===== src/rtl/fp_sqrt_arb_pkg.sv =====
// Shared types and constants for the square-root unit arbiter.
// Imported by the arbiter top and its round-robin picker.
package fp_sqrt_arb_pkg;

    typedef enum logic [1:0] {
        S_IDLE,
        S_ISSUE,
        S_WAIT,
        S_RESP
    } arb_state_e;

    localparam int DEF_N_REQ   = 4;
    localparam int DEF_TIMEOUT = 64;

    // Counter only has to reach TIMEOUT-1.
    function automatic int cnt_width(input int timeout);
        int w;
        w = $clog2(timeout);
        return (w < 1) ? 1 : w;
    endfunction

endpackage


===== src/rtl/fp_sqrt_arbiter_picker.sv =====
// Round-robin priority picker: the search starts one past last_i
// and wraps, returning a one-hot grant and its binary index.
module rr_priority_picker #(
    parameter int N_REQ = 4,
    parameter int IW    = $clog2(N_REQ)
) (
    input  logic [N_REQ-1:0] req_i,
    input  logic [IW-1:0]    last_i,
    output logic [N_REQ-1:0] gnt_o,
    output logic [IW-1:0]    idx_o,
    output logic             any_o
);

    logic [IW-1:0] cand;
    logic          found;

    always_comb begin
        gnt_o = '0;
        idx_o = '0;
        found = 1'b0;
        cand  = '0;
        for (int off = 1; off <= N_REQ; off++) begin
            cand = IW'((int'(last_i) + off) % N_REQ);
            if (!found && req_i[cand]) begin
                found       = 1'b1;
                gnt_o[cand] = 1'b1;
                idx_o       = cand;
            end
        end
        any_o = found;
    end

endmodule


===== src/rtl/fp_sqrt_arbiter.sv =====
// Shares one square-root unit between N_REQ requesters, one
// operation in flight, with a per-operation watchdog.
module fp_sqrt_arbiter
    import fp_sqrt_arb_pkg::*;
#(
    parameter int N_REQ   = DEF_N_REQ,
    parameter int TIMEOUT = DEF_TIMEOUT
) (
    input  logic                clock,
    input  logic                reset,
    input  logic [N_REQ-1:0]    req_valid,
    input  logic [32*N_REQ-1:0] req_d,
    output logic [N_REQ-1:0]    req_ready,
    output logic [N_REQ-1:0]    resp_valid,
    input  logic [N_REQ-1:0]    resp_ready,
    output logic [31:0]         resp_q,
    output logic                resp_err,
    output logic [31:0]         sqrt_d,
    output logic                sqrt_start,
    input  logic                sqrt_busy,
    input  logic                sqrt_ready,
    input  logic [31:0]         sqrt_q
);

    localparam int IW = $clog2(N_REQ);
    localparam int CW = cnt_width(TIMEOUT);

    localparam logic [IW-1:0] LAST_RST = IW'(N_REQ - 1);
    localparam logic [CW-1:0] CNT_LAST = CW'(TIMEOUT - 1);

    arb_state_e    state_q, state_d;
    logic [31:0]   op_q, op_d;
    logic [IW-1:0] id_q, id_d;
    logic [IW-1:0] last_q, last_d;
    logic [CW-1:0] cnt_q, cnt_d;
    logic [CW-1:0] cnt_inc;
    logic [31:0]   res_q, res_d;
    logic          err_q, err_d;

    logic [N_REQ-1:0] pick_gnt;
    logic [IW-1:0]    pick_idx;
    logic             pick_any;
    logic [31:0]      ops [N_REQ];

    for (genvar i = 0; i < N_REQ; i++) begin : g_ops
        assign ops[i] = req_d[32*i +: 32];
    end

    rr_priority_picker #(
        .N_REQ (N_REQ),
        .IW    (IW)
    ) u_pick (
        .req_i  (req_valid),
        .last_i (last_q),
        .gnt_o  (pick_gnt),
        .idx_o  (pick_idx),
        .any_o  (pick_any)
    );

    assign sqrt_d  = op_q;
    assign cnt_inc = cnt_q + CW'(1);

    always_comb begin
        state_d    = state_q;
        op_d       = op_q;
        id_d       = id_q;
        last_d     = last_q;
        cnt_d      = cnt_q;
        res_d      = res_q;
        err_d      = err_q;
        req_ready  = '0;
        resp_valid = '0;
        resp_q     = '0;
        resp_err   = 1'b0;
        sqrt_start = 1'b0;
        unique case (state_q)
            S_IDLE: begin
                // A busy unit may still be draining a timed-out op.
                if (!reset && !sqrt_busy && pick_any) begin
                    req_ready = pick_gnt;
                    op_d      = ops[pick_idx];
                    id_d      = pick_idx;
                    state_d   = S_ISSUE;
                end
            end
            S_ISSUE: begin
                sqrt_start = 1'b1;
                cnt_d      = '0;
                state_d    = S_WAIT;
            end
            S_WAIT: begin
                cnt_d = cnt_inc;
                if (sqrt_ready) begin
                    res_d   = sqrt_q;
                    err_d   = 1'b0;
                    state_d = S_RESP;
                end else if (cnt_inc == CNT_LAST) begin
                    res_d   = '0;
                    err_d   = 1'b1;
                    state_d = S_RESP;
                end
            end
            S_RESP: begin
                resp_valid[id_q] = 1'b1;
                resp_q           = res_q;
                resp_err         = err_q;
                if (resp_ready[id_q]) begin
                    last_d  = id_q;
                    state_d = S_IDLE;
                end
            end
            default: state_d = S_IDLE;
        endcase
    end

    always_ff @(posedge clock) begin
        if (reset) begin
            state_q <= S_IDLE;
            op_q    <= '0;
            id_q    <= '0;
            last_q  <= LAST_RST;
            cnt_q   <= '0;
            res_q   <= '0;
            err_q   <= 1'b0;
        end else begin
            state_q <= state_d;
            op_q    <= op_d;
            id_q    <= id_d;
            last_q  <= last_d;
            cnt_q   <= cnt_d;
            res_q   <= res_d;
            err_q   <= err_d;
        end
    end

endmodule


===== config.mk =====
export PLATFORM = sky130hd
export DESIGN_NAME = fp_sqrt_arbiter
export DESIGN_NICKNAME = d
export VERILOG_FILES = /design/src/rtl/fp_sqrt_arb_pkg.sv /design/src/rtl/fp_sqrt_arbiter_picker.sv /design/src/rtl/fp_sqrt_arbiter.sv
export SDC_FILE = /design/constraint.sdc
export NUM_CORES = 1
export LEC_CHECK = 0
export BUFFER_PORTS_ARGS = -buffer_cell sky130_fd_sc_hd__buf_2
export CAP_MARGIN = 20
export CORE_MARGIN = 5
export CORE_UTILIZATION = 50
export CTS_CLUSTER_SIZE = 25
export DETAILED_ROUTE_END_ITERATION = 10
export PLACE_DENSITY = 0.95
export SLEW_MARGIN = 10
export SYNTH_ARGS = -nofsm -noshare
export SYNTH_HDL_FRONTEND = slang
export SYNTH_SLANG_ARGS = --single-unit

===== constraint.sdc =====
create_clock -name clock -period 8.25 [get_ports clock]
set_clock_uncertainty 0.05 [all_clocks]
set_input_delay 1.65 -clock clock [delete_from_list [all_inputs] [get_ports clock]]
set_output_delay 1.65 -clock clock [all_outputs]
set_load 0.05 [all_outputs]

==> impl_metrics.json <==
{
  "max_stage_delay_ps": 630,
  "finalWorstSetupSlack_ps": 2790,
  "grt_pass1_wl_mm": 24.0,
  "num_antenna_cells": 0,
  "met3_usage_pct": 6.75,
  "firstDrtPassIters": 4,
  "r2r_cells": 7,
  "grt_antenna_before_repair": 0,
  "grt_max_degree": 70,
  "drtIter0Drc": 421,
  "instances_no_fill": 887,
  "synth_area_um2": 4810,
  "hold_buffers": 0,
  "power.clock.fraction_pct": 19.1,
  "finalPower_mw": 1.36,
  "ys.warnings.count": 0,
  "drv_slew": 0,
  "hp-class": "register to register",
  "row_count": 35,
  "synth-main-ff-cell": "dfxtp_1",
  "initial_core_util_pct": 51.6,
  "finalWirelength_mm": 16.0,
  "cts_tree": "built",
  "vdd_ir_drop_max_mv": 0.128,
  "cp_data_required_time_ps": 6550,
  "yosys.cell_types.count": 46,
  "drive_above_1_share_pct": 40.6,
  "power_leakage_nw": 2.90,
  "synth_commonest_cells": "dfxtp_1, and3_1, nor2_1, a211oi_1, a22oi_1",
  "dp_cells": 869,
  "synth_top_cell_by_area": "dfxtp_1",
  "io_buffers": 245,
  "min_period_ps": 5460,
  "top_usage_layer": "met2",
  "worst-path-max-fanout": 12,
  "switching_power_mw": 0.607,
  "final_nets": 939,
  "fillerInstances": 775,
  "route.detailed.drc": 0,
  "yosys.area.top_type_share_pct": 32.0,
  "yosysMostFrequentCell": "dfxtp_1",
  "critical_path.cell_chain": "buf_2, mux4_2, or3_1, nor2_1, a221oi_1, nor2_1, buf_2",
  "cp-end-kind": "primary output",
  "num_vias": 5208,
  "hold_viol": 0,
  "viasPerCell": 5.87,
  "grt-ovfl-total": 0,
  "multi_input_area_um2": 2950,
  "cts_htree_levels": 3,
  "yosysSeqAreaShare_pct": 32.0,
  "status": "complete, no violations",
  "ys_async_sr_fraction_pct": 0,
  "insertion_delay_ps": 340,
  "die_w_um": 108,
  "comb_power_share_pct": 46.0,
  "start_kind": "input pin",
  "wire_per_inst_um": 18.1,
  "avgSynthCellArea_um2": 8.78,
  "antenna_left": 0,
  "gr-usage-met1_pct": 29.8,
  "cts_max_path_buffers": 2,
  "slew_headroom_pct": 33.9,
  "synth_cells": 548,
  "clock_sinks": 77,
  "seq_power_share_pct": 34.8,
  "cp_slowest_cell": "mux4_2",
  "holdPathStages": 2,
  "syn_nets": 734,
  "clk_pin_slew_ps": 80,
  "place_congestion": 0.954,
  "cts_buffers": 9,
  "dp_hpwl_mm": 12.0,
  "post-place-ws_ps": 2830,
  "worstSetupPathType": "input pin to primary output",
  "final-seq-area_um2": 1540,
  "io_pins": 246,
  "fmax_mhz": 183,
  "setup_tns_ps": 0,
  "p_per_area_nw_per_um2": 220,
  "fin_crit_sh_pct": 66.1,
  "swShare_pct": 44.7,
  "p_int_mw": 0.751,
  "post_cts_buffers": 0,
  "die_height_um": 108,
  "post_cts_resize_count": 0,
  "worstMarginPinSlew_ps": 991,
  "critPathArrivalTime_ps": 3760,
  "core_um2": 9330,
  "synth_edf_count": 0,
  "grt.total_usage_pct": 25.7,
  "cap_violations": 0,
  "first_global_vias": 4890,
  "yosys-top-cells-area": "dfxtp_1, and3_1, a211oi_1",
  "grt_setup_unrepaired": "no",
  "finalSetupViolCount": 0,
  "final_util_pct": 66.3,
  "synthToLayoutAreaGrowth_pct": 28.4,
  "dieArea_um2": 11700,
  "grt_use_met2_pct": 43.6,
  "root_buffer": "clkbuf_8",
  "ys_seq_elements": 77
}
-- stage by stage --
step / area [µm²] / hold WS [ps]
2_1_floorplan: 4810 / 379
3_3_place_gp: 5950 / 390
3_5_place_dp: 5950 / 392
4_1_cts: 6120 / 409
5_1_grt: 6180 / 434
6_report: 6180 / 409
-- power by group through the flow --
stage | clock network, mW | registers, mW | logic (mW)
detailed placement | 0 | 0.480 | 0.613
global placement | 0 | 0.476 | 0.591
floorplan | 0 | 0.617 | 0.330
CTS | 0.266 | 0.473 | 0.615
global route | 0.286 | 0.481 | 0.668
finish | 0.260 | 0.473 | 0.625
-- cell families after synthesis --
kind of cell    count (synthesis)  share of synthesized area (%)
buf+inv                        68                           6.99
simple gates                  213                           25.1
mux                             9                           3.20
compound gates                165                           28.6
flops                          77                           32.0
xor+xnor                        2                          0.364
fa+ha+maj                      14                           3.64
-- placed cells by master, fill, tap and decap left out, types with 3 or more instances in the layout --
| cell | synthesis | final |
|---|---|---|
| buf_2 | 11 | 245 |
| dfxtp_1 | 77 | 77 |
| and3_1 | 67 | 67 |
| nor2_1 | 51 | 51 |
| a211oi_1 | 42 | 42 |
| a22oi_1 | 36 | 36 |
| and2_1 | 34 | 34 |
| o31ai_1 | 32 | 32 |
| nand3b_1 | 25 | 25 |
| a211oi_2 | 24 | 24 |
| ha_1 | 14 | 14 |
| nand3_1 | 12 | 12 |
| a21oi_1 | 10 | 10 |
| clkbuf_8 | 0 | 10 |
| inv_1 | 9 | 9 |
| nand2_1 | 9 | 9 |
| mux4_2 | 5 | 5 |
| buf_4 | 8 | 5 |
| a221oi_1 | 4 | 4 |
| o21ai_0 | 4 | 4 |
| nor3_1 | 4 | 4 |
| mux2i_1 | 3 | 3 |
| a221o_1 | 3 | 3 |
| clkinv_2 | 0 | 3 |
-- worst max-delay path, delay by kind of cell --
| kind | cells | cell delay [ps] |
|---|---|---|
| AO/OA/AOI/OAI | 1 | 140 |
| multiplexers | 1 | 630 |
| buffers and inverters | 2 | 420 |
| AND/OR/NAND/NOR | 3 | 920 |
-- sequential cells by signal, summed over array words and instances, names as in the netlist --
signal   flops
err_q        1
res_q       32
cnt_q        6
last_q       2
sqrt_d      32
id_q         2
state_q      2
-- layout make-up --
| class | instances | area share (%) |
|---|---|---|
| Clock buffer | 10 | 2.23 |
| Clock inverter | 6 | 0.628 |
| Inverter | 10 | 0.607 |
| Multi-Input combinational cell | 403 | 47.7 |
| Sequential cell | 77 | 24.9 |
| Tap cell | 129 | 2.61 |
| Timing Repair Buffer | 252 | 21.3 |
-- metal layers --
metal	wire length (µm)	part of all wire [%]
met2	7970	50
met3	1310	8.2
met5	0	0
met4	693	4.3
met1	6060	38
-- worst paths after layout --
path                                              from                 endpoint  slack (ps)
worst max register to register  last_q[0]$_SDFFE_PP1P_  sqrt_d[30]$_SDFFE_PP0P_        4370
worst min-delay path                err_q$_SDFFE_PP0P_       err_q$_SDFFE_PP0P_         410
worst max-delay path                      req_valid[2]             req_ready[0]        2790
worst min register to register      err_q$_SDFFE_PP0P_       err_q$_SDFFE_PP0P_         410
Note: power is estimated with default switching activity, not from simulation.
